<file path="src/rtl/periph_bus_arbiter.sv">
// periph_bus_arbiter
// Merges the instruction-fetch master (m0) and the load/store master (m1)
// onto the single registered io_* peripheral bus request. The arbiter
// follows one transaction through issue, response and drain. It returns
// the read data, or a timeout error, to the master that owns it.
// Optional feature macro: ARB_ROUND_ROBIN_EN. When it is defined, the
// arbiter alternates grants when both masters contend. When it is not
// defined, m1 has fixed priority over m0.
`ifndef MAX_BIT_POS
`define MAX_BIT_POS 31
`endif

module periph_bus_arbiter #(
  parameter int TIMEOUT_CYCLES = 255
) (
  input  logic                  pclk,
  input  logic                  rst_n,
  input  logic [`MAX_BIT_POS:0] m0_addr,
  input  logic                  m0_read,
  input  logic                  m0_write,
  input  logic [`MAX_BIT_POS:0] m0_wdata,
  input  logic [1:0]            m0_byte_size,
  output logic [`MAX_BIT_POS:0] m0_rdata,
  output logic                  m0_ready,
  output logic                  m0_err,
  input  logic [`MAX_BIT_POS:0] m1_addr,
  input  logic                  m1_read,
  input  logic                  m1_write,
  input  logic [`MAX_BIT_POS:0] m1_wdata,
  input  logic [1:0]            m1_byte_size,
  output logic [`MAX_BIT_POS:0] m1_rdata,
  output logic                  m1_ready,
  output logic                  m1_err,
  output logic [`MAX_BIT_POS:0] io_addr,
  output logic                  io_read,
  output logic                  io_write,
  output logic [`MAX_BIT_POS:0] io_wdata,
  output logic [1:0]            io_byte_size,
  output logic                  read_ready,
  input  logic [`MAX_BIT_POS:0] io_rdata,
  input  logic                  io_ready
);

  typedef enum logic [1:0] {
    IDLE  = 2'd0,
    ISSUE = 2'd1,
    RESP  = 2'd2,
    DRAIN = 2'd3
  } state_t;

  // The last ISSUE cycle before the transaction is abandoned.
  localparam logic [15:0] TO_LAST = 16'(TIMEOUT_CYCLES - 1);

  state_t                state, state_nxt;
  logic                  owner, owner_nxt;      // 0 = m0, 1 = m1
  logic [15:0]           cnt, cnt_nxt;
  logic                  m0_pend, m1_pend, pick_m1;

  logic [`MAX_BIT_POS:0] addr_nxt, wdata_nxt, rdata0_nxt, rdata1_nxt;
  logic [1:0]            size_nxt;
  logic                  rd_nxt, wr_nxt, rr_nxt;
  logic                  rdy0_nxt, rdy1_nxt, err0_nxt, err1_nxt;

  assign m0_pend = m0_read | m0_write;
  assign m1_pend = m1_read | m1_write;

`ifdef ARB_ROUND_ROBIN_EN
  logic last_gnt;  // 1 = m1 was granted most recently

  // Remember who won the last grant so contention alternates.
  always_ff @(posedge pclk) begin
    if (!rst_n)
      last_gnt <= 1'b1;
    else if (state == IDLE && (m0_pend || m1_pend))
      last_gnt <= pick_m1;
  end

  // On contention, the master that did not win last time gets the bus.
  always_comb begin
    pick_m1 = m1_pend && (!m0_pend || !last_gnt);
  end
`else
  // Fixed priority: data traffic (m1) always beats fetch (m0).
  always_comb begin
    pick_m1 = m1_pend;
  end
`endif

  // Next-state and next-output decode. The bus attributes hold their
  // values by default, and the response pulses default to zero.
  always_comb begin
    state_nxt  = state;
    owner_nxt  = owner;
    cnt_nxt    = cnt;
    addr_nxt   = io_addr;
    wdata_nxt  = io_wdata;
    size_nxt   = io_byte_size;
    rd_nxt     = io_read;
    wr_nxt     = io_write;
    rr_nxt     = 1'b0;
    rdy0_nxt   = 1'b0;
    rdy1_nxt   = 1'b0;
    err0_nxt   = 1'b0;
    err1_nxt   = 1'b0;
    rdata0_nxt = '0;
    rdata1_nxt = '0;
    case (state)
      IDLE: begin
        if (m0_pend || m1_pend) begin
          owner_nxt = pick_m1;
          cnt_nxt   = '0;
          state_nxt = ISSUE;
          // A master that drives both strobes gets a write; its read is ignored.
          if (pick_m1) begin
            addr_nxt  = m1_addr;
            wdata_nxt = m1_wdata;
            size_nxt  = m1_byte_size;
            wr_nxt    = m1_write;
            rd_nxt    = m1_read & ~m1_write;
          end else begin
            addr_nxt  = m0_addr;
            wdata_nxt = m0_wdata;
            size_nxt  = m0_byte_size;
            wr_nxt    = m0_write;
            rd_nxt    = m0_read & ~m0_write;
          end
        end
      end
      ISSUE: begin
        if (io_ready || cnt == TO_LAST) begin
          state_nxt = RESP;
          rd_nxt    = 1'b0;
          wr_nxt    = 1'b0;
          rr_nxt    = 1'b1;
          // A completion that arrives on the last allowed cycle still counts as success.
          if (owner) begin
            rdy1_nxt   = 1'b1;
            err1_nxt   = ~io_ready;
            rdata1_nxt = io_ready ? io_rdata : '0;
          end else begin
            rdy0_nxt   = 1'b1;
            err0_nxt   = ~io_ready;
            rdata0_nxt = io_ready ? io_rdata : '0;
          end
        end else if (cnt != 16'hFFFF) begin
          cnt_nxt = cnt + 16'd1;
        end
      end
      RESP: begin
        state_nxt = DRAIN;
      end
      DRAIN: begin
        // The bus must drop io_ready before it can accept a new request.
        if (!io_ready)
          state_nxt = IDLE;
      end
      default: begin
        state_nxt = IDLE;
      end
    endcase
  end

  // State register. Every output is registered here, so no input reaches an output combinationally.
  always_ff @(posedge pclk) begin
    if (!rst_n) begin
      state        <= IDLE;
      owner        <= 1'b0;
      cnt          <= '0;
      io_addr      <= '0;
      io_wdata     <= '0;
      io_byte_size <= '0;
      io_read      <= 1'b0;
      io_write     <= 1'b0;
      read_ready   <= 1'b0;
      m0_ready     <= 1'b0;
      m1_ready     <= 1'b0;
      m0_err       <= 1'b0;
      m1_err       <= 1'b0;
      m0_rdata     <= '0;
      m1_rdata     <= '0;
    end else begin
      state        <= state_nxt;
      owner        <= owner_nxt;
      cnt          <= cnt_nxt;
      io_addr      <= addr_nxt;
      io_wdata     <= wdata_nxt;
      io_byte_size <= size_nxt;
      io_read      <= rd_nxt;
      io_write     <= wr_nxt;
      read_ready   <= rr_nxt;
      m0_ready     <= rdy0_nxt;
      m1_ready     <= rdy1_nxt;
      m0_err       <= err0_nxt;
      m1_err       <= err1_nxt;
      m0_rdata     <= rdata0_nxt;
      m1_rdata     <= rdata1_nxt;
    end
  end

endmodule

</file>
<file path="config.mk">
export PLATFORM = sky130hd
export DESIGN_NAME = periph_bus_arbiter
export DESIGN_NICKNAME = d
export VERILOG_FILES = /design/src/rtl/periph_bus_arbiter.sv
export SDC_FILE = /design/constraint.sdc
export NUM_CORES = 1
export LEC_CHECK = 0
export BUFFER_PORTS_ARGS = -buffer_cell sky130_fd_sc_hd__buf_4
export CAP_MARGIN = 15
export CORE_ASPECT_RATIO = 0.8
export CORE_MARGIN = 3
export CORE_UTILIZATION = 29
export CTS_CLUSTER_DIAMETER = 100
export DETAILED_ROUTE_END_ITERATION = 7
export HOLD_SLACK_MARGIN = 0.06
export RECOVER_POWER = 50
export SYNTH_ARGS = -nofsm -noshare
export SYNTH_HDL_FRONTEND = slang
export SYNTH_SLANG_ARGS = --single-unit
</file>
<file path="constraint.sdc">
create_clock -name pclk -period 2.8 [get_ports pclk]
set_clock_uncertainty 0.1 [all_clocks]
set_input_delay 0.56 -clock pclk [delete_from_list [all_inputs] [get_ports pclk]]
set_output_delay 0.56 -clock pclk [all_outputs]
set_load 0.02 [all_outputs]
</file>
# Word level (Yosys, flattened, before mapping)
# Cells that the tools add are included.
[totals] reg_bits=156 input_bits=171 wordCells=70
[classes] addsub=1 n_eq_ne=10 mux=22 n_bitwise=10 reduce_logical=12
[ops] op="$mux 32" count=3
[ops] op="$mux 16" count=3
[ops] op="$pmux 16 s2" count=1
[ops] op="$add 16x1->16 const B" count=1
[ops] op="$eq 16x8->1 const B" count=1
[ops] op="$ne 16x16->1 const B" count=1
[ops] op="$ne 2x2->1 const B" count=5
[ops] op="$reduce_and 3->1" count=3
[ops] op="$mux 1" count=8
[ops] op="$mux 2" count=4
[ops] op="$pmux 2 s4" count=1
[ops] op="$reduce_and 4->1" count=2
[ops] op="$not 1->1" count=6
[ops] op="$eq 2x2->1 const B" count=2
[ops] op="$pmux 1 s2" count=2
[ops] op="$reduce_and 2->1" count=2
[ops] op="$reduce_or 4->1" count=1
[ops] op="$and 1x1->1" count=2
[ops] op="$eq 2x1->1 const B" count=1
[ops] op="$logic_not 2->1" count=1
[ops] op="$logic_or 1x1->1" count=2
[ops] op="$or 1x1->1" count=2
[ops] op="$reduce_bool 2->1" count=1

# Depth between registers and ports, before layout
# Gate-level depths: netlist of the first run.
[depth] word_depth=5 mapped_depth=10 mapped_depth_nobuf=7

# Worst setup path after synthesis of the first run
# Ideal clock, no wire load.
[synth_path] path_type="flip-flop to flip-flop" startpoint="reg cnt[11]" endpoint="reg m1_rdata[27]" setup_ns=0.063 arrival_time_ns=2.154 setup_slack_ns=0.482 stages_incl_launch_ff=9 n_path_buf=3 cell_sequence="dfxtp_1 or4_4 or4_1 buf_2 nand2b_2 buf_6 nand4_4 buf_6 nor2_2"
[synth_via] elab_chain_cells=3
[synth_lines] element="start, declared" line_no="56" rtl="logic [15:0] cnt, cnt_nxt;"
[synth_lines] element="start signal, assigned" line_no="184" rtl="cnt <= cnt_nxt;"
[synth_lines] element="$eq 16x8->1" line_no="130" rtl="if (io_ready || cnt == TO_LAST) begin"
[synth_lines] element="$logic_or 1x1->1" line_no="130"
[synth_lines] element="$reduce_and 4->1 (no line)"
[synth_lines] element="end signal, assigned" line_no="196" rtl="m1_rdata <= rdata1_nxt;"
[synth_lines] element="end, declared" line_no="31" rtl="output logic [`MAX_BIT_POS:0] m1_rdata,"
# Every way passes these cells.
# A chain may end at the register's enable or synchronous reset.

# Worst setup path in the final report of the first run
[layout_path] startpoint="reg cnt[11]" endpoint="reg m1_rdata[3]"
# The elaborated chain is that of the path after synthesis.

==> metrics.md, run 1 <==
| Metric | Value |
|---|---|
| Post-Route WL | `21200 um` |
| Pin count of the biggest net entering global routing | `109` |
| Startpoint types | `flip-flop` |
| I/O pin total | `308` |
| CTS Hold Bufs | `0` |
| Overall routing resource usage | `17.3%` |
| Place WS | `0.346 ns` |
| Post-synthesis compound-gate area fraction | `19.6%` |
| Fill count | `2199` |
| Most instantiated cells after synthesis | `dfxtp_1, nand2_1, nor2_1` |
| Syn_area_per_cell | `8.40 um^2` |
| Initial antenna violation count | `0` |
| FF+latch count, synth | `156` |
| CTS clk-pin slew, worst paths | `0.07 ns` |
| Worst Slack Setup Final | `0.335 ns` |
| Area growth from synthesis to layout | `42.0%` |
| Vias | `6243` |
| Initial detailed-routing violation count | `324` |
| Hold wc startpoint | `io_rdata[2]` |
| Synth Net Count | `917` |
| Critical Path Start | `cnt[11]` |
| ANT nets after route | `0` |
| Cells after Synth | `740` |
| IO Port Bufs | `307` |
| Final Cycle Share | `88.0%` |
| CP cell instances | `or4_4 > or4_1 > nand2b_2 > nand4_4 > buf_4 > nor2_1` |
| Crit path max-delay cell type | `or4_4` |
| Maxcap violations | `0` |
| Number of global-route vias before repair | `5909` |
| Worst flop-to-flop path startpoint | `cnt[11]` |
| Peak fanout along the critical path | `34` |
| Most common cell in the netlist | `dfxtp_1` |
| Cts repair resizes | `0` |
| DP HPWL | `14900 um` |
| Slew at the pin closest to its max-slew limit | `1.03 ns` |
| Cell Pwr Density | `899 mW/mm^2` |
| Postcts setup bufs | `0` |
| Xor/xnor share of the synthesized area | `0%` |
| Die W | `170 um` |
| Row cnt | `47` |
| Unrepaired setup endpoints after global routing | `false` |
| Critical Path AT | `2.72 ns` |
| Top cells by area, synth | `dfxtp_1, a311oi_1, nand2_1` |
| Total power | `7.94 mW` |
| TritonRoute pass-1 iters | `4` |
| HP Class | `in -> reg` |
| Async SR Flop Fraction | `0%` |
| Outcome | `finished, final reports clean` |
| Hold Fails Final Rpt | `0` |
| Worst path max stage delay | `0.57 ns` |
| Post-synth top area cell | `dfxtp_1` |
| Vias per cell | `4.81` |
| Synthesis warning total | `0` |
| Post-synthesis mux area share | `0.161%` |
| Number of synthesized flops with an enable pin | `0` |
| Seq/Total Area, Yosys | `50.2%` |
| Main combinational cell family by area after synthesis | `simple AND/OR/NAND/NOR gates` |
| Die Ht | `137 um` |
| Root Driver | `clkbuf_16` |
| Detailed-route wire length per cell | `16.3 um` |
| Final setup fails | `0` |
| DRC errors left | `0` |
| Slew headroom | `31.4%` |
| Synth cell types | `46` |
| Clock tree sinks | `156` |
| Fmax | `406 MHz` |
| Post-layout nets | `1193` |
| Proportion of layout cells with a drive suffix above 1 | `24.9%` |
| First-pass GRT wire length | `32000 um` |
| CTS tree | `done` |
| Ant diodes | `0` |
| Share of Yosys cell area claimed by the top area cell type | `50.2%` |
| Min cycle time layout | `2.46 ns` |
| Req. time, crit path | `3.05 ns` |
| Peak supply drop | `0.557 mV` |
| Routability congestion estimate | `0.833` |
| Crit Path Class | `reg -> reg` |
| Worst Setup End Kind | `flip-flop` |
| Mapped cell area | `0.00622 mm^2` |
| Post-synth top flop | `dfxtp_1` |
| Starting density of the core | `29.8%` |
| Die ar. | `0.0232 mm^2` |
| Total CTS buffers | `17` |
| Leakage power | `3.49 nW` |
| Worst-skew pair later-pin latency | `0.42 ns` |
| Max-slew violations | `0` |
| GRT Residual Overflow | `0` |
| Synth Area in Adders | `1.21%` |
| Core area | `0.0209 mm^2` |
| Setup_tns | `0 ns` |
| Simple-Gate Fraction of Synth Area | `23.6%` |
| # H-tree levels | `4` |
| CTS max path bufs | `2` |
-- metal layers --
| metal | vias up | GRT usage (%) | share of wire (%) |
|---|---|---|---|
| met4 | 0 | 4.90 | 1.1 |
| met3 | 14 | 7.85 | 11 |
| met5 | - | 0 | 0 |
| met1 | 2857 | 22.0 | 44 |
| met2 | 237 | 26.6 | 44 |
| li1 | 3135 | - | - |
-- placed cells by master, fill, tap and decap left out, drive strengths merged, types with 3 or more instances in the layout --
| cell type | synthesis | final |
|---|---|---|
| o22ai | 3 | 3 |
| o21ai | 74 | 74 |
| nand4 | 8 | 8 |
| a31oi | 3 | 3 |
| ha | 6 | 6 |
| or3 | 7 | 7 |
| nor4 | 5 | 5 |
| dfxtp | 156 | 156 |
| a311oi | 61 | 61 |
| clkbuf | 56 | 155 |
| nand2 | 127 | 127 |
| a21oi | 13 | 13 |
| nand2b | 6 | 6 |
| nor2 | 135 | 135 |
| o32ai | 5 | 5 |
| nand3 | 11 | 11 |
| o211a | 5 | 5 |
| or4 | 4 | 4 |
| nand4b | 3 | 3 |
| buf | 11 | 186 |
| o211ai | 3 | 3 |
| inv | 9 | 18 |
| nor3 | 4 | 4 |
| clkinv | 0 | 5 |
| nor2b | 3 | 3 |
-- registers in the layout, indices dropped and copies added, names as in the netlist --
name / flops
read_ready: 1
io_read: 1
io_wdata: 32
io_write: 1
cnt: 16
owner: 1
io_byte_size: 2
m0_err: 1
m1_err: 1
m0_rdata: 32
state: 2
m1_ready: 1
m0_ready: 1
io_addr: 32
m1_rdata: 32
-- worst paths after layout --
kind	end	slack, ns	cells past startpoint
worst max-delay path	m1_rdata[3]	0.34	6
worst min-delay path	m1_rdata[2]	0.28	3
worst max register to register	m1_rdata[3]	0.34	6
worst min register to register	io_wdata[7]	0.40	2
-- final cells by class --
type | instances | area, um^2 | share of cell area (%)
Clock buffer | 17 | 425 | 4.82
Clock inverter | 15 | 193 | 2.18
Inverter | 9 | 33.8 | 0.383
Multi-Input combinational cell | 508 | 2780 | 31.5
Sequential cell | 156 | 3120 | 35.4
Tap cell | 269 | 337 | 3.81
Timing Repair Buffer | 324 | 1940 | 22.0
-- report_power, final --
group	total [mW]	switching [mW]	internal (mW)
logic	2.65	1.78	0.871
clock network	2.41	1.11	1.30
registers	2.88	0.226	2.65
-- cells by family (layout without fill, tap and decap cells) --
| logic type | Yosys count | in the layout |
|---|---|---|
| fa+ha+maj | 6 | 6 |
| compound gates | 179 | 179 |
| flops | 156 | 156 |
| mux | 1 | 1 |
| simple gates | 322 | 322 |
| buf+inv | 76 | 365 |
-- critical path, delay by kind of cell, from the launching register on --
family                 cells  cell delay, ns
buffers and inverters      1            0.30
and+or+nand+nor            5            1.61
DFF                        1            0.38
-- stage by stage --
step | utilization, % | hold WS [ns] | std cells | area, um^2
2_1_floorplan | - | 0.368 | 740 | 6220
3_3_place_gp | 41.8 | 0.384 | 1266 | 8740
3_5_place_dp | 41.8 | 0.391 | 1266 | 8740
4_1_cts | 44.8 | 0.259 | 1298 | 9350
5_1_grt | 42.3 | 0.275 | 1298 | 8830
6_report | 42.3 | 0.281 | 1298 | 8830
Power figures use the tool's default switching activity.
==> run 2: changes to the inputs <==
--- a/constraint.sdc
+++ b/constraint.sdc
@@ -3,3 +3,3 @@
 set_input_delay 0.56 -clock pclk [delete_from_list [all_inputs] [get_ports pclk]]
 set_output_delay 0.56 -clock pclk [all_outputs]
-set_load 0.02 [all_outputs]
+set_load 0.005 [all_outputs]
==> run 2 against run 1 <==
- clock power hardly changed
- first-iteration DRC count increased by 1.9%
- routed wire length down 0.78%
- global-route usage is the same
- maximum frequency down 0.17%
- final cell count did not move
- largest cell class unchanged
==> metrics.md, run 2 (synthesis results as in run 1) <==
| Metric | Value |
|---|---|
| Outcome | `finished, final reports clean (unchanged)` |
| Maxcap violations | `0 (unchanged)` |
| Worst-skew pair later-pin latency | `0.42 ns (about the same)` |
| CP Buf/Inv Count | `1 (unchanged)` |
| Reg2Reg Depth | `6 (unchanged)` |
| Crit Reg-Reg Endpoint | `m1_rdata[3] (unchanged)` |
| TritonRoute pass-1 iters | `5 (was 4)` |
| Switch Pwr | `2.67 mW (was 3.12 mW)` |
| Crit path depth | `6 (unchanged)` |
| Ant diodes | `0 (unchanged)` |
| Postcts setup bufs | `0 (unchanged)` |
| ANT nets after route | `0 (unchanged)` |
| Startpoint types | `flip-flop (unchanged)` |
| CTS max path bufs | `2 (unchanged)` |
| Total power | `7.63 mW (was 7.94 mW)` |
| Worst path max stage delay | `0.57 ns (about the same)` |
| Placed cell area | `0.00874 mm^2 (unchanged)` |
| I/O pin total | `308 (unchanged)` |
| Initial antenna violation count | `0 (unchanged)` |
| Post-layout util | `43.9% (was 42.3%)` |
| Fill count | `2136 (was 2199)` |
| Vias per cell | `4.82 (was 4.81)` |
| CP cell instances | `or4_4 > or4_1 > nand2b_2 > nand4_4 > buf_4 > nor2_1 (unchanged)` |
| Most common cell after layout, fill and taps aside | `buf_4 (unchanged)` |
| Die W | `170 um (unchanged)` |
| Leakage power | `3.80 nW (was 3.49 nW)` |
| Final instance area | `0.00916 mm^2 (was 0.00883 mm^2)` |
| Clock tree sinks | `156 (unchanged)` |
| First-pass GRT wire length | `32000 um (unchanged)` |
| R2R Setup Slk | `0.33 ns (was 0.34 ns)` |
| Reg power frac | `37.6% (was 36.2%)` |
| Area growth from synthesis to layout | `47.3% (was 42.0%)` |
| DRC errors left | `0 (unchanged)` |
| Clock power frac | `31.6% (was 30.4%)` |
| Crit-path leading delay family | `simple AND/OR/NAND/NOR gates (unchanged)` |
| Final Cycle Share | `88.2% (was 88.0%)` |
| Peak supply drop | `0.550 mV (was 0.557 mV)` |
| Internal | `4.97 mW (was 4.82 mW)` |
| Vias | `6253 (was 6243)` |
| Hold Fails Final Rpt | `0 (unchanged)` |
| Switching Fraction | `34.9% (was 39.3%)` |
| Root Driver | `clkbuf_16 (unchanged)` |
| Overall routing resource usage | `17.3% (unchanged)` |
| Post-Route WL | `21100 um (was 21200 um)` |
| Peak fanout along the critical path | `34 (unchanged)` |
| Die Ht | `137 um (unchanged)` |
| Cell Pwr Density | `834 mW/mm^2 (was 899 mW/mm^2)` |
| Cts repair resizes | `0 (unchanged)` |
| Core area | `0.0209 mm^2 (unchanged)` |
| Worst flop-to-flop path startpoint | `cnt[11] (unchanged)` |
| Unrepaired setup endpoints after global routing | `false (unchanged)` |
| Number of global-route vias before repair | `5909 (unchanged)` |
| CTS clk-pin slew, worst paths | `0.07 ns (about the same)` |
| Setup_tns | `0 ns (unchanged)` |
| # H-tree levels | `4 (unchanged)` |
| Crit path max-delay cell type | `or4_4 (unchanged)` |
| Post-layout nets | `1193 (unchanged)` |
| Crit path to | `m1_rdata[3] (unchanged)` |
| HP Class | `in -> reg (unchanged)` |
| Routability congestion estimate | `0.833 (unchanged)` |
| Worst hold slack | `0.281 ns (about the same)` |
| DP HPWL | `14900 um (unchanged)` |
| Combinational Power Share | `30.8% (was 33.4%)` |
| Critical Path Start | `cnt[11] (unchanged)` |
| CTS Hold Bufs | `0 (unchanged)` |
| GRT Residual Overflow | `0 (unchanged)` |
| Pin count of the biggest net entering global routing | `109 (unchanged)` |
| Slew headroom | `31.7% (was 31.4%)` |
| Detailed-route wire length per cell | `16.2 um (was 16.3 um)` |
| Min cycle time layout | `2.47 ns (was 2.46 ns)` |
| Worst Setup End Kind | `flip-flop (unchanged)` |
| Req. time, crit path | `3.05 ns (about the same)` |
| Crit Path Class | `reg -> reg (unchanged)` |
| Fmax | `405 MHz (was 406 MHz)` |
| Starting density of the core | `29.8% (unchanged)` |
| Final setup fails | `0 (unchanged)` |
| Max-slew violations | `0 (unchanged)` |
| IO Port Bufs | `307 (unchanged)` |
| Die ar. | `0.0232 mm^2 (unchanged)` |
| Row cnt | `47 (unchanged)` |
| Slew at the pin closest to its max-slew limit | `1.02 ns (was 1.03 ns)` |
| Critical Path AT | `2.72 ns (about the same)` |
| CTS tree | `done (unchanged)` |
| Total CTS buffers | `17 (unchanged)` |
| Proportion of layout cells with a drive suffix above 1 | `33.3% (was 24.9%)` |
| Most frequent cells in the layout | `buf_4, dfxtp_1, nand2_1 (was buf_4, dfxtp_1, clkbuf_1)` |
| Initial detailed-routing violation count | `330 (was 324)` |
==> run 2: how the worst min path moves through the flow <==
stage / slack, ns / end / from / cells past startpoint
finish: 0.28 / m1_rdata[2] / io_rdata[2] / 3
detailed placement: 0.39 / io_wdata[31] / io_wdata[31] / 1
global placement: 0.38 / io_addr[31] / io_addr[31] / 1
floorplan: 0.37 / state[1] / state[1] / 2
CTS: 0.26 / m1_rdata[2] / io_rdata[2] / 3
global route: 0.27 / m0_rdata[16] / io_rdata[16] / 3
==> run 2: cell type report <==
cell class	count	area, um^2	area share, %
Timing Repair Buffer	324	2270	24.8
Tap cell	269	337	3.68
Clock inverter	15	193	2.10
Clock buffer	17	425	4.65
Sequential cell	156	3120	34.1
Multi-Input combinational cell	508	2780	30.3
Inverter	9	33.8	0.369
==> run 2: metal layers <==
| metal | share of wire, % | track usage, % |
|---|---|---|
| met2 | 45 | 26.6 |
| met3 | 11 | 7.85 |
| met4 | 1.2 | 4.90 |
| met5 | 0 | 0 |
| met1 | 43 | 22.0 |
==> run 2: metrics by stage <==
stage | std cells | worst slack [ns]
2_1_floorplan | 740 | 0.482
3_3_place_gp | 1266 | 0.399
3_5_place_dp | 1266 | 0.346
4_1_cts | 1298 | 0.331
5_1_grt | 1298 | 0.176
6_report | 1298 | 0.331
==> run 2: worst register-to-register path, delay by kind of cell, from the launching register on <==
kind,cells,cell delay (ns)
AND/OR/NAND/NOR,5,1.63
flip-flops,1,0.38
buffers and inverters,1,0.30
==> run 2: power by group through the flow <==
stage	logic, mW	registers (mW)	clock network, mW
final	2.35	2.87	2.41
after floorplan	1.34	2.94	0
after global placement	2.54	2.92	0
after detailed placement	2.55	2.93	0
after global routing	2.65	2.93	2.57
after CTS	2.55	2.89	2.47
==> run 3: changes to the inputs <==
Settings changed: BUFFER_PORTS_ARGS -buffer_cell sky130_fd_sc_hd__buf_4 to default, DONT_BUFFER_PORTS from default to 1, SETUP_SLACK_MARGIN from default to 0.05.
==> run 3 against run 2 <==
- first-iteration DRC count shrank 10%
- critical path type unchanged
- die area is the same
- clock power shrank 3%
- worst hold slack lost 0.18 ns
- final area shrank 23%
- register-to-register slack gained 0.03 ns
- sequential power grew 5%
- sequential share of layout area grew 10 points
- non-clock buffer count shrank 309
- maximum frequency grew 1.3%
==> metrics.md, run 3 (synthesis results as in run 1) <==
| Metric | Value |
|---|---|
| Initial antenna violation count | `2 (was 0)` |
| Most common cell after layout, fill and taps aside | `dfxtp_1 (was buf_4)` |
| Max-slew violations | `0 (unchanged)` |
| Die Ht | `137 um (unchanged)` |
| Starting density of the core | `29.8% (unchanged)` |
| CTS tree | `done (unchanged)` |
| M3 GR Usage | `6.93% (was 7.85%)` |
| Fmax | `410 MHz (was 405 MHz)` |
| Met2 GRT Util | `22.7% (was 26.6%)` |
| First-pass GRT wire length | `27000 um (was 32000 um)` |
| Maxcap violations | `0 (unchanged)` |
| Setup_tns | `0 ns (unchanged)` |
| Core area | `0.0209 mm^2 (unchanged)` |
| Worst path max stage delay | `0.57 ns (about the same)` |
| Peak fanout along the critical path | `34 (unchanged)` |
| Slew headroom | `34.0% (was 31.7%)` |
| Die W | `170 um (unchanged)` |
| Total power | `7.01 mW (was 7.63 mW)` |
| Hold Fails Final Rpt | `0 (unchanged)` |
| Unrepaired setup endpoints after global routing | `false (unchanged)` |
| Place WS | `0.363 ns (was 0.346 ns)` |
| Fill count | `2203 (was 2136)` |
| Vias per cell | `5.20 (was 4.82)` |
| Slew at the pin closest to its max-slew limit | `0.986 ns (was 1.02 ns)` |
| # H-tree levels | `4 (unchanged)` |
| Peak supply drop | `0.434 mV (was 0.550 mV)` |
| Post-Route WL | `18200 um (was 21100 um)` |
| Worst-skew pair later-pin latency | `0.42 ns (about the same)` |
| Number of global-route vias before repair | `4807 (was 5909)` |
| Reg2Reg Depth | `6 (unchanged)` |
| HP Class | `in -> reg (unchanged)` |
| IO Port Bufs | `0 (was 307)` |
| Final Cycle Share | `87.0% (was 88.2%)` |
| DRC errors left | `0 (unchanged)` |
| Die ar. | `0.0232 mm^2 (unchanged)` |
| DP HPWL | `12800 um (was 14900 um)` |
| TritonRoute pass-1 iters | `6 (was 5)` |
| CTS Hold Bufs | `0 (unchanged)` |
| Postcts setup bufs | `0 (unchanged)` |
| Pin count of the biggest net entering global routing | `72 (was 109)` |
| Hold Path Depth | `1 (was 3)` |
| Crit path depth | `6 (unchanged)` |
| Proportion of layout cells with a drive suffix above 1 | `11.9% (was 33.3%)` |
| Crit path max-delay cell type | `or4_4 (unchanged)` |
| Crit Path Class | `reg -> reg (unchanged)` |
| Vias | `5154 (was 6253)` |
| Gr busiest metal | `met2 (unchanged)` |
| Post-layout util | `33.7% (was 43.9%)` |
| CP cell instances | `or4_4 > or4_1 > nand2b_2 > nand4_4 > buf_4 > nor2_1 (unchanged)` |
| Cts repair resizes | `0 (unchanged)` |
| Area growth from synthesis to layout | `13.3% (was 47.3%)` |
| Grt met1 use | `18.2% (was 22.0%)` |
| Detailed-route wire length per cell | `18.3 um (was 16.2 um)` |
| Root Driver | `clkbuf_16 (unchanged)` |
| CTS clk-pin slew, worst paths | `0.07 ns (about the same)` |
| ANT nets after route | `0 (unchanged)` |
| Worst Slack Setup Final | `0.363 ns (was 0.331 ns)` |
| Overall routing resource usage | `14.8% (was 17.3%)` |
| Crit-path leading delay family | `simple AND/OR/NAND/NOR gates (unchanged)` |
| Routability congestion estimate | `0.802 (was 0.833)` |
| I/O pin total | `308 (unchanged)` |
| Min cycle time layout | `2.44 ns (was 2.47 ns)` |
| Startpoint types | `flip-flop (unchanged)` |
| Most frequent cells in the layout | `dfxtp_1, nand2_1, nor2_1 (was buf_4, dfxtp_1, nand2_1)` |
| CTS max path bufs | `2 (unchanged)` |
| Row cnt | `47 (unchanged)` |
| Cell Pwr Density | `995 mW/mm^2 (was 834 mW/mm^2)` |
| Total CTS buffers | `17 (unchanged)` |
| CP Buf/Inv Count | `1 (unchanged)` |
| Clock tree sinks | `156 (unchanged)` |
| Critical Path AT | `2.70 ns (was 2.72 ns)` |
| Outcome | `finished, final reports clean (unchanged)` |
| GRT Residual Overflow | `0 (unchanged)` |
| Final setup fails | `0 (unchanged)` |
| Post-layout nets | `884 (was 1193)` |
| Req. time, crit path | `3.06 ns (was 3.05 ns)` |
| Leakage power | `2.50 nW (was 3.80 nW)` |
| Initial detailed-routing violation count | `296 (was 330)` |
| Worst Setup End Kind | `flip-flop (unchanged)` |
==> run 3: through the flow <==
step	cells	area [um^2]	hold WS (ns)
2_1_floorplan	740	6220	0.368
3_3_place_gp	957	6430	0.388
3_5_place_dp	957	6430	0.393
4_1_cts	989	7040	0.0762
5_1_grt	991	7040	0.0756
6_report	991	7040	0.105
==> run 3: path summary, 6_finish.rpt <==
check	slack, ns	endpoint	start
worst max-delay path	0.36	m1_rdata[3]	cnt[11]
worst min-delay path	0.10	m1_err	io_ready
worst max register to register	0.36	m1_rdata[3]	cnt[11]
worst min register to register	0.40	state[1]	state[1]
==> run 3: per-layer routing <==
metal	wire (um)	share of wire, %	vias up
li1	-	-	2523
met1	7450	41	2347
met2	8230	45	268
met3	2240	12	16
met4	252	1.4	0
met5	0	0	-
==> run 3: power breakdown <==
part | leakage [nW] | internal (mW) | total [mW] | switching (mW)
clock | 0.294 | 1.21 | 2.33 | 1.11
sequential | 1.28 | 2.65 | 3.01 | 0.362
combinational | 0.931 | 0.634 | 1.67 | 1.03
==> run 3: final cells by class <==
class	instances	area (um^2)	area share, %
Clock buffer	17	425	6.04
Inverter	9	33.8	0.480
Antenna cell	2	5.00	0.0711
Multi-Input combinational cell	508	2780	39.5
Sequential cell	156	3120	44.3
Clock inverter	15	188	2.67
Tap cell	269	337	4.78
Timing Repair Buffer	15	150	2.13
